### src/rtl/exe_pkg.sv
// Shared types and helpers for the EXE-stage issue/retire sequencer.
package exe_pkg;

    typedef enum logic [1:0] {
        IDLE = 2'd0,
        EXEC = 2'd1,
        DONE = 2'd2
    } seq_state_t;

    localparam logic [1:0] ALU_OP_MUL = 2'b11;

    localparam int unsigned EXE_ARQ = 16;
    localparam int unsigned EXE_RW  = 4;

    typedef struct packed {
        logic [1:0]         alu_op;
        logic               mux_exe;
        logic               jop_lsb;
        logic [EXE_ARQ-1:0] src1;
        logic [EXE_ARQ-1:0] src2;
        logic [EXE_ARQ-1:0] srcdest;
        logic [EXE_ARQ-1:0] imm;
        logic [12:0]        jaddr;
        logic [EXE_RW-1:0]  rd;
    } exe_op_t;

    function automatic int unsigned lat_of(input logic [1:0]  op,
                                           input int unsigned alu_lat,
                                           input int unsigned mul_lat);
        return (op == ALU_OP_MUL) ? mul_lat : alu_lat;
    endfunction

endpackage

### src/rtl/exe_sequencer_if.sv
// Upstream op, EXE datapath and downstream result signals of the sequencer.
interface exe_sequencer_if #(
    parameter int unsigned ARQ = 16,
    parameter int unsigned RW  = 4
);
    logic           in_valid;
    logic           in_ready;
    logic [1:0]     in_alu_op;
    logic           in_mux_exe;
    logic           in_jop_lsb;
    logic [ARQ-1:0] in_src1;
    logic [ARQ-1:0] in_src2;
    logic [ARQ-1:0] in_srcdest;
    logic [ARQ-1:0] in_imm;
    logic [12:0]    in_jaddr;
    logic [RW-1:0]  in_rd;

    logic [1:0]     exe_alu_op;
    logic           exe_mux_exe;
    logic           exe_jop_lsb;
    logic [ARQ-1:0] exe_src1;
    logic [ARQ-1:0] exe_src2;
    logic [ARQ-1:0] exe_srcdest;
    logic [ARQ-1:0] exe_imm;
    logic [12:0]    exe_jaddr;
    logic [ARQ-1:0] alu_result;
    logic           branch_taken;
    logic [12:0]    jaddr_out;

    logic           out_valid;
    logic           out_ready;
    logic [ARQ-1:0] out_result;
    logic [RW-1:0]  out_rd;
    logic           flush;
    logic [12:0]    flush_addr;
    logic           busy;

    modport slave (
        input  in_valid, in_alu_op, in_mux_exe, in_jop_lsb, in_src1, in_src2,
               in_srcdest, in_imm, in_jaddr, in_rd,
        output in_ready,
        output exe_alu_op, exe_mux_exe, exe_jop_lsb, exe_src1, exe_src2,
               exe_srcdest, exe_imm, exe_jaddr,
        input  alu_result, branch_taken, jaddr_out,
        output out_valid, out_result, out_rd, flush, flush_addr, busy,
        input  out_ready
    );

    modport master (
        output in_valid, in_alu_op, in_mux_exe, in_jop_lsb, in_src1, in_src2,
               in_srcdest, in_imm, in_jaddr, in_rd,
        input  in_ready,
        input  exe_alu_op, exe_mux_exe, exe_jop_lsb, exe_src1, exe_src2,
               exe_srcdest, exe_imm, exe_jaddr,
        output alu_result, branch_taken, jaddr_out,
        input  out_valid, out_result, out_rd, flush, flush_addr, busy,
        output out_ready
    );
endinterface

### src/rtl/exe_lat_counter.sv
// Loadable down-counter timing the EXE latency; flags when it reaches zero.
module exe_lat_counter #(
    parameter int unsigned CW = 3
) (
    input  logic          clk,
    input  logic          rst,
    input  logic          load_i,
    input  logic [CW-1:0] val_i,
    input  logic          en_i,
    output logic          zero_o
);
    logic [CW-1:0] cnt_q;

    always_ff @(posedge clk or negedge rst) begin
        if (!rst) begin
            cnt_q <= '0;
        end else if (load_i) begin
            cnt_q <= val_i;
        end else if (en_i && (cnt_q != '0)) begin
            cnt_q <= cnt_q - CW'(1);
        end
    end

    assign zero_o = (cnt_q == '0);
endmodule

### src/rtl/exe_sequencer.sv
// Issue/retire controller: holds one op on the EXE inputs for its latency,
// captures the result and retires it downstream, flushing on taken branches.
module exe_sequencer
    import exe_pkg::*;
#(
    parameter int unsigned ARQ     = 16,
    parameter int unsigned RW      = 4,
    parameter int unsigned ALU_LAT = 1,
    parameter int unsigned MUL_LAT = 4
) (
    input logic            clk,
    input logic            rst,
    input logic            kill,
    exe_sequencer_if.slave bus
);
    localparam int unsigned MAX_LAT = (ALU_LAT > MUL_LAT) ? ALU_LAT : MUL_LAT;
    localparam int unsigned CW      = $clog2(MAX_LAT) + 1;

    seq_state_t     state_q;
    logic [1:0]     alu_op_q;
    logic           mux_exe_q;
    logic           jop_lsb_q;
    logic [ARQ-1:0] src1_q;
    logic [ARQ-1:0] src2_q;
    logic [ARQ-1:0] srcdest_q;
    logic [ARQ-1:0] imm_q;
    logic [12:0]    jaddr_q;
    logic [RW-1:0]  rd_q;
    logic [ARQ-1:0] out_result_q;
    logic [RW-1:0]  out_rd_q;
    logic           taken_q;
    logic [12:0]    addr_q;

    logic           in_ready_d;
    logic           accept;
    logic           cnt_zero;
    logic [CW-1:0]  cnt_d;

    // A retiring taken branch blocks acceptance so the redirect wins.
    always_comb begin
        in_ready_d = 1'b0;
        if (!kill) begin
            case (state_q)
                IDLE:    in_ready_d = 1'b1;
                DONE:    in_ready_d = bus.out_ready & ~taken_q;
                default: in_ready_d = 1'b0;
            endcase
        end
    end

    assign accept = bus.in_valid & in_ready_d;
    assign cnt_d  = CW'(lat_of(bus.in_alu_op, ALU_LAT, MUL_LAT) - 1);

    exe_lat_counter #(
        .CW (CW)
    ) u_cnt (
        .clk    (clk),
        .rst    (rst),
        .load_i (accept),
        .val_i  (cnt_d),
        .en_i   (state_q == EXEC),
        .zero_o (cnt_zero)
    );

    always_ff @(posedge clk or negedge rst) begin
        if (!rst) begin
            state_q      <= IDLE;
            alu_op_q     <= '0;
            mux_exe_q    <= 1'b0;
            jop_lsb_q    <= 1'b0;
            src1_q       <= '0;
            src2_q       <= '0;
            srcdest_q    <= '0;
            imm_q        <= '0;
            jaddr_q      <= '0;
            rd_q         <= '0;
            out_result_q <= '0;
            out_rd_q     <= '0;
            taken_q      <= 1'b0;
            addr_q       <= '0;
        end else if (kill) begin
            state_q <= IDLE;
            taken_q <= 1'b0;
        end else if (accept) begin
            alu_op_q  <= bus.in_alu_op;
            mux_exe_q <= bus.in_mux_exe;
            jop_lsb_q <= bus.in_jop_lsb;
            src1_q    <= bus.in_src1;
            src2_q    <= bus.in_src2;
            srcdest_q <= bus.in_srcdest;
            imm_q     <= bus.in_imm;
            jaddr_q   <= bus.in_jaddr;
            rd_q      <= bus.in_rd;
            state_q   <= EXEC;
        end else begin
            case (state_q)
                EXEC: begin
                    if (cnt_zero) begin
                        out_result_q <= bus.alu_result;
                        out_rd_q     <= rd_q;
                        taken_q      <= bus.branch_taken;
                        addr_q       <= bus.jaddr_out;
                        state_q      <= DONE;
                    end
                end
                DONE: begin
                    if (bus.out_ready) begin
                        taken_q <= 1'b0;
                        state_q <= IDLE;
                    end
                end
                default: ;
            endcase
        end
    end

    assign bus.in_ready    = in_ready_d;
    assign bus.exe_alu_op  = alu_op_q;
    assign bus.exe_mux_exe = mux_exe_q;
    assign bus.exe_jop_lsb = jop_lsb_q;
    assign bus.exe_src1    = src1_q;
    assign bus.exe_src2    = src2_q;
    assign bus.exe_srcdest = srcdest_q;
    assign bus.exe_imm     = imm_q;
    assign bus.exe_jaddr   = jaddr_q;
    assign bus.out_valid   = (state_q == DONE) & ~kill;
    assign bus.out_result  = out_result_q;
    assign bus.out_rd      = out_rd_q;
    assign bus.flush       = (state_q == DONE) & taken_q & bus.out_ready & ~kill;
    assign bus.flush_addr  = addr_q;
    assign bus.busy        = (state_q != IDLE);
endmodule
### src/flat_wrapper.sv
// flat-port wrapper written by rule: the top's interface ports become plain ports
module exe_sequencer_flat import exe_pkg::*;
#(
    parameter int unsigned ARQ     = 16,
    parameter int unsigned RW      = 4,
    parameter int unsigned ALU_LAT = 1,
    parameter int unsigned MUL_LAT = 4
)
  (clk, rst, kill, bus_in_valid, bus_in_alu_op, bus_in_mux_exe, bus_in_jop_lsb, bus_in_src1, bus_in_src2, bus_in_srcdest, bus_in_imm, bus_in_jaddr, bus_in_rd, bus_in_ready, bus_exe_alu_op, bus_exe_mux_exe, bus_exe_jop_lsb, bus_exe_src1, bus_exe_src2, bus_exe_srcdest, bus_exe_imm, bus_exe_jaddr, bus_alu_result, bus_branch_taken, bus_jaddr_out, bus_out_valid, bus_out_result, bus_out_rd, bus_flush, bus_flush_addr, bus_busy, bus_out_ready);
  exe_sequencer_if #(.ARQ(ARQ), .RW(RW)) bus_i ();
  input logic clk;
  input logic rst;
  input logic kill;
  input wire logic [$bits(bus_i.in_valid)-1:0] bus_in_valid;
  input wire logic [$bits(bus_i.in_alu_op)-1:0] bus_in_alu_op;
  input wire logic [$bits(bus_i.in_mux_exe)-1:0] bus_in_mux_exe;
  input wire logic [$bits(bus_i.in_jop_lsb)-1:0] bus_in_jop_lsb;
  input wire logic [$bits(bus_i.in_src1)-1:0] bus_in_src1;
  input wire logic [$bits(bus_i.in_src2)-1:0] bus_in_src2;
  input wire logic [$bits(bus_i.in_srcdest)-1:0] bus_in_srcdest;
  input wire logic [$bits(bus_i.in_imm)-1:0] bus_in_imm;
  input wire logic [$bits(bus_i.in_jaddr)-1:0] bus_in_jaddr;
  input wire logic [$bits(bus_i.in_rd)-1:0] bus_in_rd;
  output wire logic [$bits(bus_i.in_ready)-1:0] bus_in_ready;
  output wire logic [$bits(bus_i.exe_alu_op)-1:0] bus_exe_alu_op;
  output wire logic [$bits(bus_i.exe_mux_exe)-1:0] bus_exe_mux_exe;
  output wire logic [$bits(bus_i.exe_jop_lsb)-1:0] bus_exe_jop_lsb;
  output wire logic [$bits(bus_i.exe_src1)-1:0] bus_exe_src1;
  output wire logic [$bits(bus_i.exe_src2)-1:0] bus_exe_src2;
  output wire logic [$bits(bus_i.exe_srcdest)-1:0] bus_exe_srcdest;
  output wire logic [$bits(bus_i.exe_imm)-1:0] bus_exe_imm;
  output wire logic [$bits(bus_i.exe_jaddr)-1:0] bus_exe_jaddr;
  input wire logic [$bits(bus_i.alu_result)-1:0] bus_alu_result;
  input wire logic [$bits(bus_i.branch_taken)-1:0] bus_branch_taken;
  input wire logic [$bits(bus_i.jaddr_out)-1:0] bus_jaddr_out;
  output wire logic [$bits(bus_i.out_valid)-1:0] bus_out_valid;
  output wire logic [$bits(bus_i.out_result)-1:0] bus_out_result;
  output wire logic [$bits(bus_i.out_rd)-1:0] bus_out_rd;
  output wire logic [$bits(bus_i.flush)-1:0] bus_flush;
  output wire logic [$bits(bus_i.flush_addr)-1:0] bus_flush_addr;
  output wire logic [$bits(bus_i.busy)-1:0] bus_busy;
  input wire logic [$bits(bus_i.out_ready)-1:0] bus_out_ready;
  assign bus_i.in_valid = bus_in_valid;
  assign bus_i.in_alu_op = bus_in_alu_op;
  assign bus_i.in_mux_exe = bus_in_mux_exe;
  assign bus_i.in_jop_lsb = bus_in_jop_lsb;
  assign bus_i.in_src1 = bus_in_src1;
  assign bus_i.in_src2 = bus_in_src2;
  assign bus_i.in_srcdest = bus_in_srcdest;
  assign bus_i.in_imm = bus_in_imm;
  assign bus_i.in_jaddr = bus_in_jaddr;
  assign bus_i.in_rd = bus_in_rd;
  assign bus_in_ready = bus_i.in_ready;
  assign bus_exe_alu_op = bus_i.exe_alu_op;
  assign bus_exe_mux_exe = bus_i.exe_mux_exe;
  assign bus_exe_jop_lsb = bus_i.exe_jop_lsb;
  assign bus_exe_src1 = bus_i.exe_src1;
  assign bus_exe_src2 = bus_i.exe_src2;
  assign bus_exe_srcdest = bus_i.exe_srcdest;
  assign bus_exe_imm = bus_i.exe_imm;
  assign bus_exe_jaddr = bus_i.exe_jaddr;
  assign bus_i.alu_result = bus_alu_result;
  assign bus_i.branch_taken = bus_branch_taken;
  assign bus_i.jaddr_out = bus_jaddr_out;
  assign bus_out_valid = bus_i.out_valid;
  assign bus_out_result = bus_i.out_result;
  assign bus_out_rd = bus_i.out_rd;
  assign bus_flush = bus_i.flush;
  assign bus_flush_addr = bus_i.flush_addr;
  assign bus_busy = bus_i.busy;
  assign bus_i.out_ready = bus_out_ready;
  exe_sequencer #(.ARQ(ARQ), .RW(RW), .ALU_LAT(ALU_LAT), .MUL_LAT(MUL_LAT)) u_core (.clk(clk), .rst(rst), .kill(kill), .bus(bus_i));
endmodule
### config.mk
export PLATFORM = sky130hd
export DESIGN_NAME = exe_sequencer_flat
export DESIGN_NICKNAME = d
export VERILOG_FILES = /design/src/rtl/exe_pkg.sv /design/src/rtl/exe_sequencer_if.sv /design/src/rtl/exe_lat_counter.sv /design/src/rtl/exe_sequencer.sv /design/src/flat_wrapper.sv
export SDC_FILE = /design/constraint.sdc
export NUM_CORES = 1
export LEC_CHECK = 0
export ABC_AREA = 1
export CELL_PAD_IN_SITES_DETAIL_PLACEMENT = 0
export CELL_PAD_IN_SITES_GLOBAL_PLACEMENT = 1
export CORE_UTILIZATION = 26
export CTS_CLUSTER_DIAMETER = 200
export DETAILED_ROUTE_END_ITERATION = 8
export HOLD_SLACK_MARGIN = 0.02
export PLACE_DENSITY = 0.86
export SYNTH_ARGS = -nofsm -noshare
export SYNTH_HDL_FRONTEND = slang
export SYNTH_HIERARCHICAL = 1
export SYNTH_SLANG_ARGS = --single-unit
### constraint.sdc
create_clock -name clk -period 1.6 [get_ports clk]
set_clock_uncertainty 0.15 [all_clocks]
set_input_delay 0.16 -clock clk [delete_from_list [all_inputs] [get_ports clk]]
set_output_delay 0.16 -clock clk [all_outputs]
set_load 0.01 [all_outputs]
-- Word level (Yosys, flattened, before mapping)
Index checks and enable logic that the tools add are counted.
- add/sub/neg operators: 2
- equal/unequal tests: 8
- muxes and demuxes: 15
- bitwise operators: 9
- reductions and logical operators: 12
- operators with widths (kind ; number):
    2-to-1 mux 3 bit ; 3
    2-to-1 mux 2 bit ; 4
    AND reduction 4 bit ; 2
    bitwise AND 1 bit ; 6
    nonzero test 3 bit ; 2
    subtractor 3 x 1 -> 3 bit (second input constant) ; 2
    2-to-1 mux 1 bit ; 5
    == test 2 bit (second input constant) ; 2
    != test 4 x 2 -> 1 bit (second input constant) ; 1
    != test 4 x 3 -> 1 bit (second input constant) ; 1
    one-hot mux 1 bit (2 select lines) ; 2
    one-hot mux 2 bit (2 select lines) ; 1
    nonzero test 2 bit ; 2
    nonzero test 4 bit ; 1
    zero test 3 bit ; 1
    != test 3 x 2 -> 1 bit (second input constant) ; 1
    != test 3 bit (second input constant) ; 1
    inverter 1 bit ; 3
    AND reduction 3 bit ; 1
    == test 2 x 1 -> 1 bit (second input constant) ; 1
    zero test 2 bit ; 1
    != test 2 bit (second input constant) ; 1
    AND reduction 2 bit ; 1
    logical AND 1 bit ; 1
- bits in registers: 124
- input bits: 120
- output and inout bits: 118
- word-level logic and storage cells: 61

-- Logic depth before layout (Yosys ltp)
Gate-level depths: netlist of run 1.
- depth after elaboration: 7
- mapped depth: 11
- depth with buffers taken out: 10

-- Cells and area by module
Netlist of run 1, hierarchy kept.
- by module, submodules not included (module ; times used ; cells each ; area an instance (um^2) ; seq. area each (um^2)):
    exe_sequencer ; 1 ; 544 ; 4770.8 ; 3027.9
    exe_lat_counter ; 1 ; 27 ; 192.7 ; 75.1

-- Worst setup path after synthesis of run 1
No wires, ideal clock.
- path type: reg2reg
- from: register u_core.state_q[0]
- to: register u_core.u_cnt.cnt_q[1]
- setup time: 116 ps
- arrival: 1525 ps
- data required time: 1334 ps
- path slack: -192 ps
- cell stages (with the launch flop): 11
- buffers on the path: 1
- period minus slack after synthesis: 1792 ps
- cells stage by stage: dfrtp_1 > inv_1 > ha_1 > nand3_1 > nand2_1 > nand3_2 > inv_2 > buf_2 > o21ai_0 > nand2_1 > nand2_1
- longest elaborated chain between the ends: 5
- elaborated cells between the ends (all ways): 9
- those cells by class: eq/ne: 2; mux: 3; bitwise: 1; reduce/logical: 3
- ends and longest elaborated chain (item ; line ; text):
    start, declared ; exe_sequencer.sv:19 ; seq_state_t state_q;
    start signal, assigned ; exe_sequencer.sv:67 ; state_q <= IDLE;
    start signal, assigned ; exe_sequencer.sv:82 ; state_q <= IDLE;
    start signal, assigned ; exe_sequencer.sv:94 ; state_q <= EXEC;
    == test 2 bit or zero test 2 bit (tied branches) ; exe_sequencer.sv:43 ; case (state_q)
    one-hot mux 1 bit (2 select lines) (*) ; exe_sequencer.sv:43 ;
    2-to-1 mux 1 bit (*) ; exe_sequencer.sv:42 ; if (!kill) begin
    bitwise AND 1 bit (*) ; exe_sequencer.sv:51 ; assign accept = bus.in_valid & in_ready_d;
    via u_core.accept ; exe_sequencer.sv:35 ; logic accept;
    2-to-1 mux 3 bit or nonzero test 2 bit (tied branches) ; - ;
    end signal, assigned ; exe_lat_counter.sv:18 ; cnt_q <= val_i;
    end signal, assigned ; exe_lat_counter.sv:20 ; cnt_q <= cnt_q - CW'(1);
    end, declared ; exe_lat_counter.sv:12 ; logic [CW-1:0] cnt_q;
Mark *: on every way through the listed nets, which the timed path passes. The rest lies on a longest branch.
A chain may end at the register's enable or synchronous reset.

-- Worst setup path after layout of run 1
- from: register u_core.state_q[0]
- to: register u_core.jaddr_q[11], in the netlist u_core/bus.exe_jaddr[11]
- longest elaborated chain between the ends: 5
- elaborated cells between the ends (all ways): 6
- those cells by class: eq/ne: 1; mux: 2; bitwise: 1; reduce/logical: 2
- ends and longest elaborated chain (item ; line ; text):
    == test 2 bit or zero test 2 bit (tied branches) ; exe_sequencer.sv:43 ;
    one-hot mux 1 bit (2 select lines) (*) ; exe_sequencer.sv:43 ;
    2-to-1 mux 1 bit (*) ; exe_sequencer.sv:42 ;
    bitwise AND 1 bit (*) ; exe_sequencer.sv:51 ;
    AND reduction 2 bit (no source line) (*) ; - ;
    end signal, assigned ; exe_sequencer.sv:92 ; jaddr_q <= bus.in_jaddr;
    end, declared ; exe_sequencer.sv:27 ; logic [12:0] jaddr_q;
Mark *: on every way between the ends. The rest lies on a longest branch, timed or not.

==> impl_summary.log, run 1 <==
[metrics] post-synthesis share of cell area spent on xor and xnor gates: 0%
[metrics] count of yosys warnings during synthesis: 6
[metrics] grt ovf: 0
[metrics] routed vias: 4713
[metrics] switch share: 35.02%
[metrics] nature of the critical path endpoint: flop
[metrics] final number of hold-violating endpoints: 0
[metrics] max capacitance violation total: 0
[metrics] clock tree from TritonCTS: done
[metrics] clock-pin slew on the worst setup and hold paths: about 0.06 ns
[metrics] area of the placeable core: 18710 um2
[metrics] DR vias/cell: 4.277
[metrics] vertical extent of the die: 140.2 um
[metrics] power spent charging and discharging nets: 5.572 mW
[metrics] number of top-level pins: 238
[metrics] worst min-delay path category: in -> async
[metrics] total power draw: between 15 and 20 mW
[metrics] main combinational cell family by area after synthesis: simple AND/OR/NAND/NOR gates
[metrics] Routed wire per std cell: 14.70 um
[metrics] growth of design area from synthesis to finish: 79.38%
[metrics] power per unit of standard cell area: around 1800 nW/um2
[metrics] Die X: 140.2 um
[metrics] number of instances in the synthesized netlist: 571
[metrics] DRC errors left: 0
[metrics] area share of fa/ha/maj cells after synthesis: 1.260%
[metrics] max frequency: ~0.55 GHz
[metrics] WL final: 16200 um
[metrics] Final GP Congestion: around 0.76
[metrics] Max Root-Sink Buffers: 2
[metrics] run status: finished, violations left
[metrics] library cell with the highest instance count after synthesis: sky130_fd_sc_hd__nand2_1
[metrics] Sequential Power Share: 33.8%
[metrics] top post-synthesis cells by count: sky130_fd_sc_hd__nand2_1, sky130_fd_sc_hd__dfrtp_1, sky130_fd_sc_hd__nand3_1
[metrics] maximum number of pins on one net before global-route repair: 46
[metrics] final setup violating endpoints: between 100 and 150
[metrics] prevailing post-synth register cell: sky130_fd_sc_hd__dfrtp_1
[metrics] fin crit share: 113.1%
[metrics] Seq/Total Area, Yosys: 62.52%
[metrics] unrepaired setup endpoints after global routing: yes
[metrics] area share of the largest cell type after synthesis: 62.52%
[metrics] CP arrival: 1.97 ns
[metrics] All-Layer GR Usage: 16.39%
[metrics] clock sink count: 124
[metrics] Synth Area per Inst: 8.693 um2
[metrics] worst reg2reg endpoint: u_core/bus.exe_jaddr[11]
[metrics] final critical-path setup slack: -0.2095 ns
[metrics] detailed router's first-iteration violation count: 186
[metrics] post-synthesis sequential element count: approximately 120
[metrics] share of synthesized flip-flops with an asynchronous set or reset: 100.0%
[metrics] number of pins with negative max-slew slack in the final report: 0
[metrics] worst endpoint required time: 1.76 ns
[metrics] Worst R2R Start: u_core/state_q[0]
[metrics] share of cells above drive strength 1: about 17%
[metrics] WS Path Type: reg -> reg
[metrics] Root Buffer Master: sky130_fd_sc_hd__clkbuf_16
[metrics] global-route wire length before repair: 25220 um
[metrics] library cell with the largest summed area after synthesis: sky130_fd_sc_hd__dfrtp_1
[metrics] HPWL after detailed placement: 10430 um
[metrics] internal cell power: just over 10 mW
[metrics] setup slack after placement: -0.2964 ns
[metrics] effective utilization at floorplan: roughly a quarter
[metrics] number of clock buffers inserted by TritonCTS: 17
[metrics] fraction of the mapped netlist area in compound gates: less than 1%
[metrics] part of the power in combinational logic: roughly two fifths
[metrics] H-tree depth: 4
[metrics] clk_lat worst skew: 0.41 ns
[metrics] number of routed nets with antenna violations: 0
[metrics] initial antenna violation count: 0
[metrics] number of cell instances on the worst register-to-register path: 10
[metrics] area of the mapped netlist: between 4000 and 5000 um2
[metrics] Final Critical Period: between 1.5 and 2 ns
[metrics] Simple-Gate Fraction of Synth Area: 30.75%
[metrics] final antenna diode count: 0
[metrics] critical path peak fanout: 14
[metrics] setup slack of the worst register-to-register path: -0.21 ns
[metrics] EDFF count, synth: 0
[metrics] Initial DRT Pass Iterations: 4
[metrics] mux cell area share after synthesis: 0%
[metrics] part of the total power dissipated in the clock network: 25.1%
[metrics] IO buf count: 237
[metrics] area enclosed by the die boundary: between 15000 and 20000 um2
[metrics] post-synth net total: approximately 700
[metrics] Max rail drop VDD: 0.7412 mV
[metrics] main area contributors after synthesis: sky130_fd_sc_hd__dfrtp_1, sky130_fd_sc_hd__nand2_1, sky130_fd_sc_hd__nand3_1
[metrics] violations in the final reports: setup timing
[metrics] via count of the first global-routing pass: 4863
[metrics] type of origin of the critical path: flop
[metrics] floorplan row count: 50
[metrics] Final Net Count: 980
[metrics] leakage power figure: 4.704 nW
[metrics] distinct cell type count of the synthesized netlist: 20
==> worst max-delay path by stage <==
stage                               end  slack, ns  depth (start not counted)               from
6_report       u_core/bus.exe_jaddr[11]      -0.21                         10  u_core/state_q[0]
5_1_grt           u_core/u_cnt/cnt_q[1]      -0.31                         12  u_core/state_q[0]
4_1_cts                    bus_in_ready      -0.17                          6  u_core/state_q[0]
3_5_place_dp                  bus_flush      -0.30                          4      bus_out_ready
3_3_place_gp                  bus_flush      -0.32                          4      bus_out_ready
2_1_floorplan     u_core/u_cnt/cnt_q[1]      -0.03                         11  u_core/state_q[0]
==> critical path: stages (launching register included) <==
cell                      delay (ns)
sky130_fd_sc_hd__dfrtp_1        0.40
sky130_fd_sc_hd__inv_2          0.09
sky130_fd_sc_hd__ha_4           0.18
sky130_fd_sc_hd__nand3_4        0.10
sky130_fd_sc_hd__nand2_4        0.10
sky130_fd_sc_hd__nand3_4        0.13
sky130_fd_sc_hd__buf_4          0.19
sky130_fd_sc_hd__buf_6          0.12
sky130_fd_sc_hd__buf_12         0.14
sky130_fd_sc_hd__nand2_1        0.06
sky130_fd_sc_hd__nand2_1        0.06
==> per-layer routing <==
layer	vias to the layer above	part of all wire, %	track usage [%]
met3	14	7.3	5.265
met1	2204	43	20.04
met2	171	48	27.18
met4	0	1.2	5.552
met5	-	0	0
li1	2324	-	-
==> sequential cells by signal, indices dropped and copies added (netlist names) <==
register / flops
u_core/bus.exe_mux_exe: 1
u_core/u_cnt/cnt_q: 3
u_core/taken_q: 1
u_core/bus.out_result: 16
u_core/rd_q: 4
u_core/bus.exe_src2: 16
u_core/bus.flush_addr: 13
u_core/bus.exe_jaddr: 13
u_core/state_q: 2
u_core/bus.exe_srcdest: 16
u_core/bus.exe_src1: 16
u_core/bus.exe_imm: 16
u_core/bus.exe_alu_op: 2
u_core/bus.out_rd: 4
u_core/bus.exe_jop_lsb: 1
==> cell families (layout without fill, tap and decap cells) <==
group                    Yosys count  count (layout)
adder cells (fa/ha/maj)            5               5
AO/OA/AOI/OAI                      7               7
AND/OR/NAND/NOR                  390             390
flip-flops                       124             124
other                              1               1
buffers and inverters             44             341
==> final cells by class <==
class / instances / area (um2)
repair inverters: 1 / 11.26
repair buffers: 291 / 2969
multi-input cells: 403 / 1831
well taps: 234 / 292.8
fillers: 1773 / 9802
clock buffers: 19 / 442.9
flip-flops and latches: 124 / 3103
clock inverters: 13 / 163.9
inverters: 17 / 90.09
==> stage by stage <==
step | TNS [ns] | utilization (%) | hold WS (ns) | instances | area, um2
floorplan | -1.265 | - | -0.2856 | 571 | 5020
global placement | -17.82 | 42.33 | -0.03941 | 1052 | 7919
detailed placement | -20.16 | 42.33 | -0.03542 | 1052 | 7919
CTS | -14.95 | 46.27 | 0.08617 | 1091 | 8656
global route | -32.43 | 47.60 | 0.1190 | 1102 | 8904
finish | -18.89 | 47.60 | 0.08078 | 1102 | 8904
==> cell usage in the layout (no fill, tap or decap), types with 2 or more instances in the layout <==
cell type / synthesis / layout
sky130_fd_sc_hd__nand2_2: 1 / 31
sky130_fd_sc_hd__inv_1: 14 / 10
sky130_fd_sc_hd__buf_4: 3 / 24
sky130_fd_sc_hd__buf_2: 10 / 2
sky130_fd_sc_hd__nand2_1: 344 / 311
sky130_fd_sc_hd__clkdlybuf4s50_1: 0 / 118
sky130_fd_sc_hd__buf_6: 5 / 9
sky130_fd_sc_hd__ha_1: 5 / 2
sky130_fd_sc_hd__clkinv_4: 0 / 2
sky130_fd_sc_hd__clkinv_2: 0 / 4
sky130_fd_sc_hd__clkinvlp_4: 0 / 2
sky130_fd_sc_hd__inv_6: 0 / 3
sky130_fd_sc_hd__inv_8: 0 / 2
sky130_fd_sc_hd__inv_2: 2 / 2
sky130_fd_sc_hd__buf_16: 0 / 2
sky130_fd_sc_hd__inv_4: 0 / 2
sky130_fd_sc_hd__ha_4: 0 / 2
sky130_fd_sc_hd__dfrtp_1: 124 / 124
sky130_fd_sc_hd__clkbuf_16: 0 / 20
sky130_fd_sc_hd__buf_8: 0 / 3
sky130_fd_sc_hd__nand2_4: 0 / 3
sky130_fd_sc_hd__nand3_4: 0 / 3
sky130_fd_sc_hd__buf_12: 0 / 14
sky130_fd_sc_hd__bufinv_16: 0 / 3
sky130_fd_sc_hd__o21ai_1: 0 / 3
sky130_fd_sc_hd__dlygate4sd2_1: 0 / 114
sky130_fd_sc_hd__nand3_1: 41 / 37
sky130_fd_sc_hd__nand3_2: 1 / 2
==> power groups by stage <==
stage	combinational [mW]	sequential, mW	clock (mW)
floorplan	2.06	6.03	0
global placement	6.72	5.39	0
detailed placement	6.82	5.42	0
CTS	6.28	5.38	4.10
global route	7.21	5.57	4.24
finish	6.55	5.37	3.99
==> what timing repair did <==
item	4_1_cts	5_1_grt
endpoints found under the hold margin	124	0
setup buffers	4	6
resized for setup	186	29
pin swaps	7	3
gates cloned	2	5
hold buffers	1	0
setup endpoints to repair	241	128
Note: power is estimated with default switching activity, not from simulation.
==> inputs of run 2 (changes only) <==
--- a/config.mk
+++ b/config.mk
@@ -11,7 +11,7 @@
 export CORE_UTILIZATION = 26
 export CTS_CLUSTER_DIAMETER = 200
 export DETAILED_ROUTE_END_ITERATION = 8
-export HOLD_SLACK_MARGIN = 0.02
+export HOLD_SLACK_MARGIN = 0.06
 export PLACE_DENSITY = 0.86
 export SYNTH_ARGS = -nofsm -noshare
 export SYNTH_HDL_FRONTEND = slang
==> results of run 2 <==
Same layout as run 1: the final DEF is identical, and so are final timing and power.
==> inputs of run 3 (changes only) <==
--- a/config.mk
+++ b/config.mk
@@ -13,6 +13,7 @@
 export DETAILED_ROUTE_END_ITERATION = 8
 export HOLD_SLACK_MARGIN = 0.06
 export PLACE_DENSITY = 0.86
+export RECOVER_POWER = 25
 export SYNTH_ARGS = -nofsm -noshare
 export SYNTH_HDL_FRONTEND = slang
 export SYNTH_HIERARCHICAL = 1
==> impl_summary.log, run 3 (synthesis gave the netlist of run 1 again) <==
[metrics] run status: finished, violations left
[metrics] violations in the final reports: setup timing
[metrics] Max rail drop VDD: 0.7407 mV (about the same)
[metrics] most used cells in the layout excluding fill and tap cells: sky130_fd_sc_hd__nand2_1, sky130_fd_sc_hd__dfrtp_1, sky130_fd_sc_hd__clkdlybuf4s50_1
[metrics] post-layout util: 47.53% (-0.074 points)
[metrics] CP arrival: 1.97 ns (about the same)
[metrics] growth of design area from synthesis to finish: 79.10%
[metrics] area of the placeable core: 18710 um2 (unchanged)
[metrics] leakage power figure: 4.700 nW (about the same)
[metrics] Worst R2R Start: u_core/state_q[0]
[metrics] H-tree depth: 4 (unchanged)
[metrics] sequential cell area: 3103 um2 (unchanged)
[metrics] final antenna diode count: 0 (unchanged)
[metrics] maximum cell stage delay along the critical path: 0.40 ns (about the same)
[metrics] Final Net Count: 980 (unchanged)
[metrics] worst reg2reg endpoint: u_core/bus.exe_jaddr[11]
[metrics] area enclosed by the die boundary: 19650 um2 (unchanged)
[metrics] number of routed nets with antenna violations: 0 (unchanged)
[metrics] Multi-input gate area: 1831 um2 (unchanged)
[metrics] ordered cell list for the critical path: inv_2 > ha_4 > nand3_4 > nand2_4 > nand3_4 > buf_4 > buf_6 > buf_12 > nand2_1 > nand2_1
[metrics] max capacitance violation total: 0 (unchanged)
[metrics] final setup violating endpoints: 127 (unchanged)
[metrics] WS Path Type: reg -> reg
[metrics] global-route wire length before repair: 25220 um (unchanged)
[metrics] number of clock buffers inserted by TritonCTS: 17 (unchanged)
[metrics] floorplan row count: 50 (unchanged)
[metrics] Initial DRT Pass Iterations: 4 (unchanged)
[metrics] DR vias/cell: 4.277 (unchanged)
[metrics] clock-pin slew on the worst setup and hold paths: 0.06 ns (about the same)
[metrics] critical-path cell with the highest stage delay: sky130_fd_sc_hd__dfrtp_1
[metrics] grt met1 use: 20.04% (unchanged)
[metrics] maximum number of pins on one net before global-route repair: 46 (unchanged)
[metrics] All-Layer GR Usage: 16.39% (unchanged)
[metrics] worst endpoint required time: 1.76 ns (about the same)
[metrics] routing usage on met2: 27.18% (unchanged)
[metrics] power per unit of standard cell area: 1789 nW/um2 (+0.12%)
[metrics] HPWL after detailed placement: 10430 um (unchanged)
[metrics] clock sink count: 124 (unchanged)
[metrics] clock tree from TritonCTS: done
[metrics] Die X: 140.2 um (unchanged)
[metrics] detailed router's first-iteration violation count: 193 (+3.8%)
[metrics] share of cells above drive strength 1: 16.59% (unchanged)
[metrics] WL final: 16190 um (about the same)
[metrics] worst min-delay path category: in -> reg
[metrics] Least-Margin Pin Slew: 0.7217 ns
[metrics] vertical extent of the die: 140.2 um (unchanged)
[metrics] Final Critical Period: 1.810 ns (+0.000001000 ns)
[metrics] final number of hold-violating endpoints: 0 (unchanged)
[metrics] effective utilization at floorplan: 26.54% (unchanged)
[metrics] fin crit share: 113.1% (about the same)
[metrics] Most Crowded Layer GR: met2
[metrics] max frequency: 0.5526 GHz (about the same)
[metrics] number of cell instances on the worst register-to-register path: 10 (unchanged)
[metrics] clk_lat worst skew: 0.41 ns (about the same)
[metrics] type of origin of the critical path: flop
[metrics] via count of the first global-routing pass: 4863 (unchanged)
[metrics] setup slack of the worst register-to-register path: -0.21 ns (about the same)
[metrics] DRC errors left: 0 (unchanged)
[metrics] Final GP Congestion: 0.7565 (unchanged)
[metrics] number of pins with negative max-slew slack in the final report: 0 (unchanged)
[metrics] grt ovf: 0 (unchanged)
[metrics] unrepaired setup endpoints after global routing: yes
[metrics] Root Buffer Master: sky130_fd_sc_hd__clkbuf_16
[metrics] Hold Path Stages: 3
[metrics] Max Root-Sink Buffers: 2 (unchanged)
[metrics] IO buf count: 237 (unchanged)
[metrics] filler cell count in the final layout: 1778 (+0.28%)
[metrics] leading cell type in the layout, fill and taps excluded: sky130_fd_sc_hd__nand2_1
[metrics] routed vias: 4713 (unchanged)
[metrics] critical path peak fanout: 14 (unchanged)
[metrics] Min-Delay Startpoint: bus_in_srcdest[3]
[metrics] Hold Crit Endpoint: u_core/bus.exe_srcdest[3]
[metrics] nature of the critical path endpoint: flop
[metrics] number of top-level pins: 238 (unchanged)
[metrics] initial antenna violation count: 0 (unchanged)
[metrics] final critical-path setup slack: -0.2095 ns (-0.000001000 ns)
[metrics] Routed wire per std cell: 14.69 um (about the same)
[metrics] total power draw: 15.90 mW (about the same)
[metrics] GR Layer Usage met3: 5.265% (unchanged)
[metrics] Slew Limit Headroom: 51.89%
run 3: cell types whose count changed in the layout (fill, tap and decap cells not counted):
cell | before | now
sky130_fd_sc_hd__clkbuf_2 | 0 | 2
sky130_fd_sc_hd__buf_4 | 24 | 22
sky130_fd_sc_hd__buf_12 | 14 | 13
sky130_fd_sc_hd__buf_6 | 9 | 10
run 3: layout make-up:
class,instances,area share [%]
Clock buffer,19,4.982
Clock inverter,13,1.844
Inverter,17,1.013
Multi-Input combinational cell,403,20.59
Sequential cell,124,34.91
Tap cell,234,3.293
Timing Repair Buffer,291,33.24
Timing Repair inverter,1,0.1267
run 3: worst max-delay path, delay by kind of cell (launching register included):
family	cells	cell delay, ns
adder cells (fa/ha/maj)	1	0.18
buffers and inverters	4	0.54
flip-flops	1	0.40
AND/OR/NAND/NOR	5	0.45
run 3: worst max-delay path by stage:
stage | endpoint | slack (ns) | startpoint
after detailed placement | bus_flush | -0.30 | bus_out_ready
after global routing | u_core/u_cnt/cnt_q[1] | -0.31 | u_core/state_q[0]
after CTS | bus_in_ready | -0.17 | u_core/state_q[0]
after global placement | bus_flush | -0.32 | bus_out_ready
final | u_core/bus.exe_jaddr[11] | -0.21 | u_core/state_q[0]
after floorplan | u_core/u_cnt/cnt_q[1] | -0.03 | u_core/state_q[0]
run 3: timing repair:
item	in CTS	in global routing
pin swaps	7	3
resized for setup	186	29
setup endpoints to repair	241	128
hold endpoints to repair	124	0
setup buffers	4	6
gates cloned	2	5
hold buffers	1	0
run 3: layer usage:
| metal | share of wire, % | vias to the layer above |
|---|---|---|
| met1 | 43 | 2203 |
| met5 | 0 | - |
| met4 | 1.2 | 0 |
| li1 | - | 2325 |
| met2 | 48 | 171 |
| met3 | 7.3 | 14 |
run 3: stage by stage:
step           cell area (um2)  instances  setup TNS, ns  worst slack (ns)  hold slack (ns)
3_5_place_dp              7919       1052         -20.16           -0.2964         -0.03542
2_1_floorplan             5020        571         -1.265          -0.03259          -0.2856
5_1_grt                   8890       1102         -32.43           -0.3145           0.1190
4_1_cts                   8656       1091         -14.95           -0.1737          0.08617
3_3_place_gp              7919       1052         -17.82           -0.3200         -0.03941
6_report                  8890       1102         -18.88           -0.2095           0.1224
run 3: power breakdown:
part	leakage (nW)	internal (mW)	switching (mW)	total [mW]
clock	0.294	2.50	1.49	3.99
combinational	2.85	3.23	3.31	6.54
sequential	1.56	4.60	0.768	5.37
total	4.70	10.3	5.57	15.9
